===== config.mk =====
export PLATFORM = sky130hd
export DESIGN_NAME = mul_rr_arbiter
export DESIGN_NICKNAME = d
export VERILOG_FILES = /design/src/rtl/mul_rr_arbiter.sv
export SDC_FILE = /design/constraint.sdc
export NUM_CORES = 1
export LEC_CHECK = 0
export BUFFER_PORTS_ARGS = -buffer_cell sky130_fd_sc_hd__buf_2
export CORE_AREA = 4 4 179 181
export DETAILED_ROUTE_END_ITERATION = 8
export DIE_AREA = 0 0 183 185
export SKIP_CTS_REPAIR_TIMING = 1
export SYNTH_ARGS = -nofsm -noshare
export SYNTH_HDL_FRONTEND = slang
export SYNTH_SLANG_ARGS = --single-unit

===== constraint.sdc =====
create_clock -name clk -period 3.85 [get_ports clk]
set_input_delay 0.1925 -clock clk [delete_from_list [all_inputs] [get_ports clk]]
set_output_delay 0.1925 -clock clk [all_outputs]
set_load 0.02 [all_outputs]

===== src/rtl/mul_rr_arbiter.sv =====
// mul_rr_arbiter
//   Round-robin arbiter/sequencer that shares one multi-cycle 32x32 multiplier
//   among NREQ requesters. It grants one requester and latches that requester's
//   operands onto the multiplier. It holds mul_start high for MUL_LAT cycles
//   and then captures the 64-bit product. The product goes back to the winner
//   with a one-cycle res_valid pulse. mul_start is then held low long enough
//   for the multiplier to re-arm.
//
// Ports
//   clk        in   1        system clock, rising edge
//   rst        in   1        asynchronous reset, active-high
//   req        in   NREQ     per-requester request level
//   ain_flat   in   NREQ*32  operand A, requester i at [32*i+31:32*i]
//   bin_flat   in   NREQ*32  operand B, same packing
//   gnt        out  NREQ     one-hot, high while requester i's op is in flight
//   res_valid  out  NREQ     one-cycle pulse to the winner when res is valid
//   res        out  64       last captured product, held until next capture
//   busy       out  1        high whenever the sequencer is not idle
//   mul_start  out  1        start level to the multiplier
//   mul_ain    out  32       operand A to the multiplier
//   mul_bin    out  32       operand B to the multiplier
//   mul_yout   in   64       product from the multiplier

module mul_rr_arbiter #(
  parameter int unsigned NREQ      = 4,
  parameter int unsigned MUL_LAT   = 34,
  parameter int unsigned REARM_CYC = 2
) (
  input  logic                 clk,
  input  logic                 rst,
  input  logic [NREQ-1:0]      req,
  input  logic [NREQ*32-1:0]   ain_flat,
  input  logic [NREQ*32-1:0]   bin_flat,
  output logic [NREQ-1:0]      gnt,
  output logic [NREQ-1:0]      res_valid,
  output logic [63:0]          res,
  output logic                 busy,
  output logic                 mul_start,
  output logic [31:0]          mul_ain,
  output logic [31:0]          mul_bin,
  input  logic [63:0]          mul_yout
);

  localparam int unsigned PTR_W   = (NREQ > 1) ? $clog2(NREQ) : 1;
  localparam int unsigned CNT_MAX = (MUL_LAT > REARM_CYC) ? MUL_LAT : REARM_CYC;
  localparam int unsigned CNT_W   = $clog2(CNT_MAX + 1);
  localparam int unsigned SUM_W   = PTR_W + 1;

  localparam logic [CNT_W-1:0] LAST_ISSUE = CNT_W'(MUL_LAT - 1);
  localparam logic [CNT_W-1:0] LAST_REARM = CNT_W'(REARM_CYC - 1);

  typedef enum logic [1:0] {
    IDLE  = 2'd0,
    ISSUE = 2'd1,
    REARM = 2'd2
  } state_t;

  state_t             state_q, state_d;
  logic [PTR_W-1:0]   ptr_q, ptr_d;
  logic [CNT_W-1:0]   cnt_q, cnt_d;

  logic [NREQ-1:0]    gnt_d;
  logic [NREQ-1:0]    res_valid_d;
  logic [63:0]        res_d;
  logic               busy_d;
  logic               mul_start_d;
  logic [31:0]        mul_ain_d;
  logic [31:0]        mul_bin_d;

  logic               found;
  logic [PTR_W-1:0]   win;
  logic [PTR_W-1:0]   win_next;
  logic [SUM_W-1:0]   sum;
  logic [SUM_W-1:0]   nxt_sum;
  logic [PTR_W-1:0]   cand;

  // Operand slices unpacked per requester so the winner can index them directly.
  logic [31:0]        ain_arr [NREQ];
  logic [31:0]        bin_arr [NREQ];

  for (genvar g = 0; g < NREQ; g++) begin : g_unpack
    assign ain_arr[g] = ain_flat[32*g +: 32];
    assign bin_arr[g] = bin_flat[32*g +: 32];
  end

  // Round-robin search: first set req bit starting at ptr, wrapping mod NREQ.
  always_comb begin
    found = 1'b0;
    win   = '0;
    sum   = '0;
    cand  = '0;
    for (int unsigned i = 0; i < NREQ; i++) begin
      sum = {1'b0, ptr_q} + SUM_W'(i);
      if (sum >= SUM_W'(NREQ)) begin
        sum = sum - SUM_W'(NREQ);
      end
      cand = sum[PTR_W-1:0];
      if (!found && req[cand]) begin
        found = 1'b1;
        win   = cand;
      end
    end
  end

  // Pointer to load after a grant: one past the winner, wrapping.
  always_comb begin
    nxt_sum  = {1'b0, win} + SUM_W'(1);
    win_next = nxt_sum[PTR_W-1:0];
    if (nxt_sum >= SUM_W'(NREQ)) begin
      win_next = '0;
    end
  end

  // Next-state and registered-output values.
  always_comb begin
    state_d     = state_q;
    ptr_d       = ptr_q;
    cnt_d       = cnt_q;
    gnt_d       = gnt;
    res_valid_d = '0;
    res_d       = res;
    busy_d      = busy;
    mul_start_d = mul_start;
    mul_ain_d   = mul_ain;
    mul_bin_d   = mul_bin;

    unique case (state_q)
      IDLE: begin
        if (found) begin
          gnt_d       = NREQ'(1) << win;
          mul_ain_d   = ain_arr[win];
          mul_bin_d   = bin_arr[win];
          mul_start_d = 1'b1;
          cnt_d       = '0;
          busy_d      = 1'b1;
          ptr_d       = win_next;
          state_d     = ISSUE;
        end
      end

      ISSUE: begin
        if (cnt_q == LAST_ISSUE) begin
          // gnt still marks the winner here, so it doubles as the response mask.
          res_d       = mul_yout;
          res_valid_d = gnt;
          gnt_d       = '0;
          mul_start_d = 1'b0;
          cnt_d       = '0;
          state_d     = REARM;
        end else begin
          cnt_d = cnt_q + CNT_W'(1);
        end
      end

      REARM: begin
        if (cnt_q == LAST_REARM) begin
          cnt_d   = '0;
          busy_d  = 1'b0;
          state_d = IDLE;
        end else begin
          cnt_d = cnt_q + CNT_W'(1);
        end
      end

      default: begin
        gnt_d       = '0;
        mul_start_d = 1'b0;
        cnt_d       = '0;
        busy_d      = 1'b0;
        state_d     = IDLE;
      end
    endcase
  end

  // State and output registers; reset drops any in-flight operation.
  always_ff @(posedge clk or posedge rst) begin
    if (rst) begin
      state_q   <= IDLE;
      ptr_q     <= '0;
      cnt_q     <= '0;
      gnt       <= '0;
      res_valid <= '0;
      res       <= '0;
      busy      <= 1'b0;
      mul_start <= 1'b0;
      mul_ain   <= '0;
      mul_bin   <= '0;
    end else begin
      state_q   <= state_d;
      ptr_q     <= ptr_d;
      cnt_q     <= cnt_d;
      gnt       <= gnt_d;
      res_valid <= res_valid_d;
      res       <= res_d;
      busy      <= busy_d;
      mul_start <= mul_start_d;
      mul_ain   <= mul_ain_d;
      mul_bin   <= mul_bin_d;
    end
  end

endmodule


==> results.cfg, run 1 <==
[status]
outcome = finished, final reports clean

[setup_path]
crit_slowest_cell = o2bb2a_4
critPathTopFamily = compound AO/OA/AOI/OAI gates
crit_chain = a21oi_1, o21ai_1, o2bb2a_4, buf_12, mux2i_1, o221ai_1
crit_path_start_kind = register
crit_required_ns = 4.12
r2r_start = ptr_q[1]
cp.arrival_ns = 2.68
critPathBufInv = 1
end_kind = register
worstSetupPathType = reg -> reg
crit_start = ptr_q[1]
reg2reg_setup_slack_ns = 1.45
cpPeakStageDelay_ns = 0.64
crit_fanout = 42

[sta]
max_freq_mhz = 416
period_share_pct = 62.5
drv_slew = 0
fin_crit_ns = 2.40
whs_ns = 0.00405
hold_violations = 0
worstMarginPinSlew_ns = 0.858
tns_ns = 0
skew_ns = 0.0106
postLayoutSetupSlackWorst_ns = 1.45
rsz0062_at_grt = false
setup_violations = 0
max_slew_margin_pct = 42.8

[layout]
layout-drive-gt1-share_pct = 51.8
area_growth_pct = 51.8
final_util_pct = 36.9
antenna_cells = 0
nets = 1442

[clocking]
clkTransAtPathRegs_ns = 0.07
cts_tree = built
clock_path_buffers = 2
cts_buffers = 17
htreeDepth = 4
clock_sinks = 148
clk_latency_ns = 0.42
cts-root-buf = clkbuf_16

[yosys]
synth_edf_count = 0
synthArstFlopShare_pct = 100
yosysWarningCount = 0
synth.area.top_cells = dfrtp_1 (50%), mux2i_1 (18%), mux2_2 (9.6%), o221ai_1 (7.6%), nand2_1 (4.1%)
synth_top_cell_by_area = dfrtp_1
ys.flop_type = dfrtp_1
synth_top_area_share_pct = 50.1
ys_seq_area_share_pct = 50.1
yosysMostFrequentCell = dfrtp_1
ys_ff_latch = 148
syn_inst = 608
netlist-cell-type-count = 36
syn_area_um2 = 7400
synth_nets = 940
synth_common_cells = dfrtp_1 (148), mux2i_1 (130), nand2_1 (80)
synth.avg_cell_area_um2 = 12.2

[grt]
antenna_found_initial = 0
grt_pass1_wl_um = 38000
grt-ovfl-total = 0
track_usage_pct = 14.3
grt_max_degree = 95
grt_pass1_vias = 6906

[die]
dieWidth_um = 183
dieArea_um2 = 33900
die_y_um = 185
row_count = 64
coreArea_um2 = 30400
io_pins = 464
start_util_pct = 24.3

[route]
avgRoutedWirePerCell_um = 17.6
wl_um = 26700
vias = 6750
remaining_drc_errors = 0
viasPerCell = 4.44
ant_nets = 0
initialDrtViolationCount = 142
first_pass_iters = 4

[hold_path]
hp-start = mul_yout[27]
hold_class = in -> reg

[pwr]
p_clk_share_pct = 24.5
vdd_ir_drop_max_mv = 0.246
p_leak_nw = 5.66
power_switching_w = 0.00292
switching_share_pct = 40.9
power_density_nw_per_um2 = 636
combinationalPowerShare_pct = 44.2
power.internal_w = 0.00422
power_frac_seq_pct = 31.3
power_w = 0.00714

[placement]
port_buffers = 463
place_ws_ns = 1.42
dp_hpwl_um = 19900
place_congestion = 0.788

[run]
cap_violations = 0
==> stage by stage <==
step	cells	instance area (um2)
after floorplan	608	7400
after global placement	1435	10100
after detailed placement	1435	10100
after CTS	1467	10700
after global routing	1519	11200
final	1519	11200
==> layout by cell type, fill, tap and decap left out, types with 8 or more instances in the layout <==
| master | netlist | routed |
|---|---|---|
| inv_1 | 12 | 11 |
| buf_4 | 3 | 8 |
| dfrtp_1 | 148 | 148 |
| nand2_1 | 80 | 79 |
| nor2_1 | 11 | 11 |
| mux2_2 | 63 | 63 |
| clkbuf_16 | 0 | 17 |
| mux2i_1 | 130 | 130 |
| buf_2 | 18 | 463 |
| dlygate4sd3_1 | 0 | 52 |
| o221ai_1 | 64 | 64 |
==> state kept, by name, indices dropped and copies added, names as in the netlist, 2 cells and up <==
name       count
cnt_q          6
gnt            4
mul_ain       32
mul_bin       32
ptr_q          2
res           64
res_valid      4
state_q        2
==> area by class of cell <==
type,instances,area [um2]
clock buffer,17,425
sequential,148,3700
clock inverter,15,188
inverter,12,48.8
multi-input combinational,403,3370
fill,3041,19200
timing repair buffer,528,3000
tap,396,495
==> worst paths after layout <==
path / depth (start not counted) / end
max: 6 / mul_ain[12]
min: 2 / res[27]
max reg2reg: 6 / mul_ain[12]
min reg2reg: 2 / mul_ain[5]
max in group asynchronous: 4 / mul_bin[12]
min in group asynchronous: 4 / res[26]
==> cells by family (layout without fill, tap and decap cells) <==
group | count (synthesis) | in the layout | share of synthesized area [%]
buf+inv | 57 | 572 | 4.67
simple gates | 110 | 110 | 6.60
compound gates | 93 | 93 | 10.3
mux | 194 | 194 | 27.3
fa+ha+maj | 6 | 6 | 1.01
flops | 148 | 148 | 50.1
==> power by group through the flow <==
stage	sequential (W)	combinational, W	clock, W
floorplan	0.00272	0.00160	0
global placement	0.00226	0.00313	0
detailed placement	0.00226	0.00317	0
CTS	0.00224	0.00318	0.00182
global route	0.00229	0.00342	0.00189
finish	0.00224	0.00315	0.00175
==> routing by layer <==
layer | global-route usage, % | vias to the layer above | wire, um | share of wire, %
li1 | - | 3255 | - | -
met1 | 16.9 | 3179 | 10500 | 39
met2 | 24.2 | 297 | 13100 | 49
met3 | 5.75 | 19 | 2640 | 9.9
met4 | 3.81 | 0 | 452 | 1.7
met5 | 0 | - | 0 | 0
Note: power is estimated with default switching activity, not from simulation.
==> inputs of run 2 (changes only) <==
Clock period 3.85 ns to 2.04 ns, I/O delays scaled along.
==> results.cfg, run 2 (same netlist as run 1, synthesis figures left out) <==
[placement]
place_congestion = 0.762
dp_hpwl_um = 20300
port_buffers = 463

[layout]
final_cell_mix = buf_2 (463), dfrtp_1 (148), mux2i_1 (130)
multi_input_area_um2 = 3370
nets = 1491
largest_reg_flops = 64
area_growth_pct = 58.0
regMostFlops = res
reg.largest.list = res: 64 flops, mul_ain: 32 flops, mul_bin: 32 flops
seq_area_um2 = 3700
layout-drive-gt1-share_pct = 51.2
fill_cells = 2973
layout_commonest_cell = buf_2

[pwr]
power_density_nw_per_um2 = 1160
power_frac_seq_pct = 31.1
vdd_ir_drop_max_mv = 0.468
switching_share_pct = 40.8
power_switching_w = 0.00556
power.internal_w = 0.00805
combinationalPowerShare_pct = 45.5
p_leak_nw = 5.88
p_clk_share_pct = 23.4

[setup_path]
crit_path_start_kind = register
cp.arrival_ns = 2.14
end_kind = register
crit_chain = a21oi_1, o21ai_1, o2bb2a_4, buf_4, buf_12, mux2i_1, o221ai_1
critPathBufInv = 2
worstSetupPathType = reg -> reg
critPathTopFamily = compound AO/OA/AOI/OAI gates
crit_required_ns = 2.32
cpPeakStageDelay_ns = 0.40
crit_slowest_cell = dfrtp_1
crit_fanout = 36

[sta]
fin_crit_ns = 1.86
period_share_pct = 91.1
tns_ns = 0
worstMarginPinSlew_ns = 0.534
whs_ns = -0.000755
max_slew_margin_pct = 64.1
hold_violations = 1
max_freq_mhz = 538
skew_ns = 0.0115
drv_slew = 0
setup_violations = 0
rsz0062_at_grt = false

[die]
coreArea_um2 = 30400
start_util_pct = 24.3
io_pins = 464
dieArea_um2 = 33900
die_y_um = 185
dieWidth_um = 183
row_count = 64

[grt]
antenna_found_initial = 1
grt_pass1_wl_um = 38500
grt-ovfl-total = 0
track_usage_pct = 14.4
grt_max_degree = 68
grt_pass1_vias = 7099

[route]
avgRoutedWirePerCell_um = 17.4
ant_nets = 0
met3_length_um = 2870
met2_length_um = 13700
viasPerCell = 4.49
wl_um = 27300
top_layer = met4
vias = 7043
first_pass_iters = 4
remaining_drc_errors = 0
wl_met1_um = 10200
initialDrtViolationCount = 158

[status]
violations = hold timing
outcome = complete, but fails checks

[clocking]
clk_latency_ns = 0.42
htreeDepth = 4
clkTransAtPathRegs_ns = 0.07
cts_tree = built
clock_path_buffers = 2
cts-root-buf = clkbuf_16
cts_buffers = 17
clock_sinks = 148

[hold_path]
hold_class = in -> reg

[run]
cap_violations = 0
-- run 2: cell count changes in the layout (fill, tap and decap cells not counted), sizes merged --
cell         delta
bufinv          -1
clkinv          +1
dlygate4sd3    +31
diode           +1
buf            +18
-- run 2: cell type report --
| cell class | instances | share of cell area, % |
|---|---|---|
| flip-flops and latches | 148 | 31.7 |
| diodes | 1 | 0.0214 |
| repair buffers | 577 | 29.8 |
| multi-input cells | 403 | 28.9 |
| clock inverters | 15 | 1.37 |
| clock buffers | 17 | 3.64 |
| well taps | 396 | 4.24 |
| inverters | 12 | 0.417 |
-- run 2: final timing paths --
check / depth (start not counted) / to / startpoint / slack, ns
setup / recovery: 7 / mul_ain[10] / ptr_q[1] / 0.18
hold reg to reg: 2 / mul_ain[27] / mul_ain[27] / 0.48
max in group asynchronous: 4 / cnt_q[4] / rst / 1.06
hold / removal: 3 / mul_ain[5] / ain_flat[5] / -0.0008
min in group asynchronous: 3 / res[25] / rst / 0.27
setup reg to reg: 7 / mul_ain[10] / ptr_q[1] / 0.18
-- run 2: per-layer routing --
| metal | track usage [%] | vias to the layer above |
|---|---|---|
| met5 | 0 | - |
| met4 | 4.26 | 0 |
| met3 | 5.75 | 26 |
| met2 | 24.8 | 331 |
| met1 | 16.7 | 3325 |
| li1 | - | 3361 |
-- run 2: metrics by stage --
step           std cells  utilization, %  worst slack, ns  cell area [um2]  power [W]
6_report            1569            38.4            0.181            11700     0.0136
2_1_floorplan        608               -           0.0770             7400    0.00815
3_3_place_gp        1453            33.8            0.221            10300     0.0104
3_5_place_dp        1453            33.8            0.169            10300     0.0105
5_1_grt             1569            38.4          0.00923            11700     0.0145
4_1_cts             1485            35.7            0.147            10900     0.0138
-- run 2: worst min-delay path: stages --
cell	delay [ns]
buf_2	0.07
mux2i_1	0.05
o221ai_1	0.15
-- run 2: power by group through the flow --
stage | clock [W] | combinational (W) | sequential [W]
after CTS | 0.00334 | 0.00621 | 0.00424
final | 0.00319 | 0.00619 | 0.00423
after floorplan | 0 | 0.00302 | 0.00514
after global placement | 0 | 0.00613 | 0.00426
after global routing | 0.00346 | 0.00673 | 0.00433
after detailed placement | 0 | 0.00619 | 0.00427
==> inputs of run 3 (changes only) <==
Settings changed: CORE_AREA 4 4 179 181 to 4 4 180 182, DIE_AREA 0 0 183 185 to 0 0 184 186.
==> results.cfg, run 3 (same netlist as run 1, synthesis figures left out) <==
[status]
violations = hold timing
outcome = complete, but fails checks

[pwr]
power_density_nw_per_um2 = 1160
p_clk_share_pct = 22.8
power.internal_w = 0.00822
switching_share_pct = 40.5
p_leak_nw = 5.94
power_frac_seq_pct = 30.8
power_switching_w = 0.00559
vdd_ir_drop_max_mv = 0.585
combinationalPowerShare_pct = 46.4

[layout]
final_cell_mix = buf_2 (463), dfrtp_1 (148), mux2i_1 (129)
postLayoutCellArea_um2 = 11900
area_growth_pct = 60.4
multi_input_area_um2 = 3380
antenna_cells = 0
reg.largest.list = res: 64 flops, mul_ain: 32 flops, mul_bin: 32 flops
seq_area_um2 = 3700
layout-drive-gt1-share_pct = 50.8
nets = 1506
fill_cells = 2993
layout_commonest_cell = buf_2
largest_reg_flops = 64
regMostFlops = res

[setup_path]
crit_fanout = 30
crit_path_start_kind = register
reg2reg_setup_slack_ns = 0.13
crit_required_ns = 2.32
end_kind = register
worstSetupPathType = reg -> reg
cp.arrival_ns = 2.20
r2r_start = ptr_q[1]
r2r_end = mul_bin[31]
r2r_cells = 7

[grt]
grt-ovfl-total = 0
grt_pass1_wl_um = 38900
track_usage_pct = 14.7
grt_pass1_vias = 7049
antenna_found_initial = 0
grt_max_degree = 90

[die]
die_y_um = 186
start_util_pct = 24.2
coreArea_um2 = 30600
dieArea_um2 = 34200
io_pins = 464
row_count = 64
dieWidth_um = 184

[sta]
hold_violations = 3
drv_slew = 0
rsz0062_at_grt = false
tns_ns = 0
worstMarginPinSlew_ns = 0.504
whs_ns = -0.0100
max_freq_mhz = 522
fin_crit_ns = 1.91
skew_ns = 0.0105
max_slew_margin_pct = 66.4
setup_violations = 0
period_share_pct = 93.9

[hold_path]
hp-start = bin_flat[12]
holdPathEnd = mul_bin[12]
hold_class = in -> reg
holdPathStages = 3

[route]
avgRoutedWirePerCell_um = 17.9
viasPerCell = 4.55
wl_um = 28300
first_pass_iters = 4
initialDrtViolationCount = 245
vias = 7194
ant_nets = 0
remaining_drc_errors = 0

[clocking]
clock_path_buffers = 2
cts_buffers = 17
clk_latency_ns = 0.43
clkTransAtPathRegs_ns = 0.07
cts-root-buf = clkbuf_16
clock_sinks = 148
cts_tree = built
htreeDepth = 4

[placement]
place_congestion = 0.817
port_buffers = 463
placed_cell_area_um2 = 10300
dp_hpwl_um = 21100

[run]
cap_violations = 0
-- run 3: worst max-delay path by stage --
stage | start | endpoint | slack, ns | cells after the start
2_1_floorplan | rst | busy | 0.08 | 1
3_3_place_gp | ptr_q[1] | mul_bin[31] | 0.12 | 7
3_5_place_dp | ptr_q[1] | mul_bin[31] | 0.11 | 7
4_1_cts | ptr_q[1] | mul_bin[31] | 0.06 | 7
5_1_grt | ptr_q[1] | mul_bin[31] | 0.04 | 7
6_report | ptr_q[1] | mul_bin[31] | 0.13 | 7
-- run 3: worst max-delay path: stages, from the launching register on --
cell and delay [ns]:
dfrtp_1 0.41, a21oi_1 0.14, o21ai_1 0.08, o2bb2a_4 0.23
buf_12 0.21, buf_4 0.21, mux2i_2 0.28, o221ai_1 0.16
-- run 3: per-stage QoR --
| stage | worst slack, ns | total power, W | instances | util, % |
|---|---|---|---|---|
| final | 0.125 | 0.0138 | 1582 | 38.8 |
| after global routing | 0.0372 | 0.0146 | 1582 | 38.8 |
| after CTS | 0.0639 | 0.0139 | 1486 | 35.6 |
| after detailed placement | 0.108 | 0.0106 | 1455 | 33.8 |
| after global placement | 0.119 | 0.0105 | 1455 | 33.8 |
| after floorplan | 0.0770 | 0.00815 | 608 | - |
-- run 3: power groups by stage --
stage	combinational (W)	sequential (W)	clock [W]
global placement	0.00625	0.00427	0
global route	0.00691	0.00435	0.00338
detailed placement	0.00631	0.00428	0
floorplan	0.00302	0.00514	0
CTS	0.00634	0.00425	0.00326
finish	0.00641	0.00425	0.00315
-- run 3: layout make-up --
cell class	count	area share, %
sequential	148	31.2
timing repair buffer	592	30.9
multi-input combinational	403	28.5
tap	396	4.18
clock buffer	17	3.58
clock inverter	14	1.29
inverter	12	0.411
-- run 3: layer usage --
metal | track usage (%) | wire, um | vias to the layer above
met2 | 24.4 | 14100 | 353
met5 | 0 | 0 | -
met3 | 5.18 | 2580 | 38
met4 | 4.76 | 598 | 0
li1 | - | - | 3384
met1 | 17.9 | 11000 | 3419
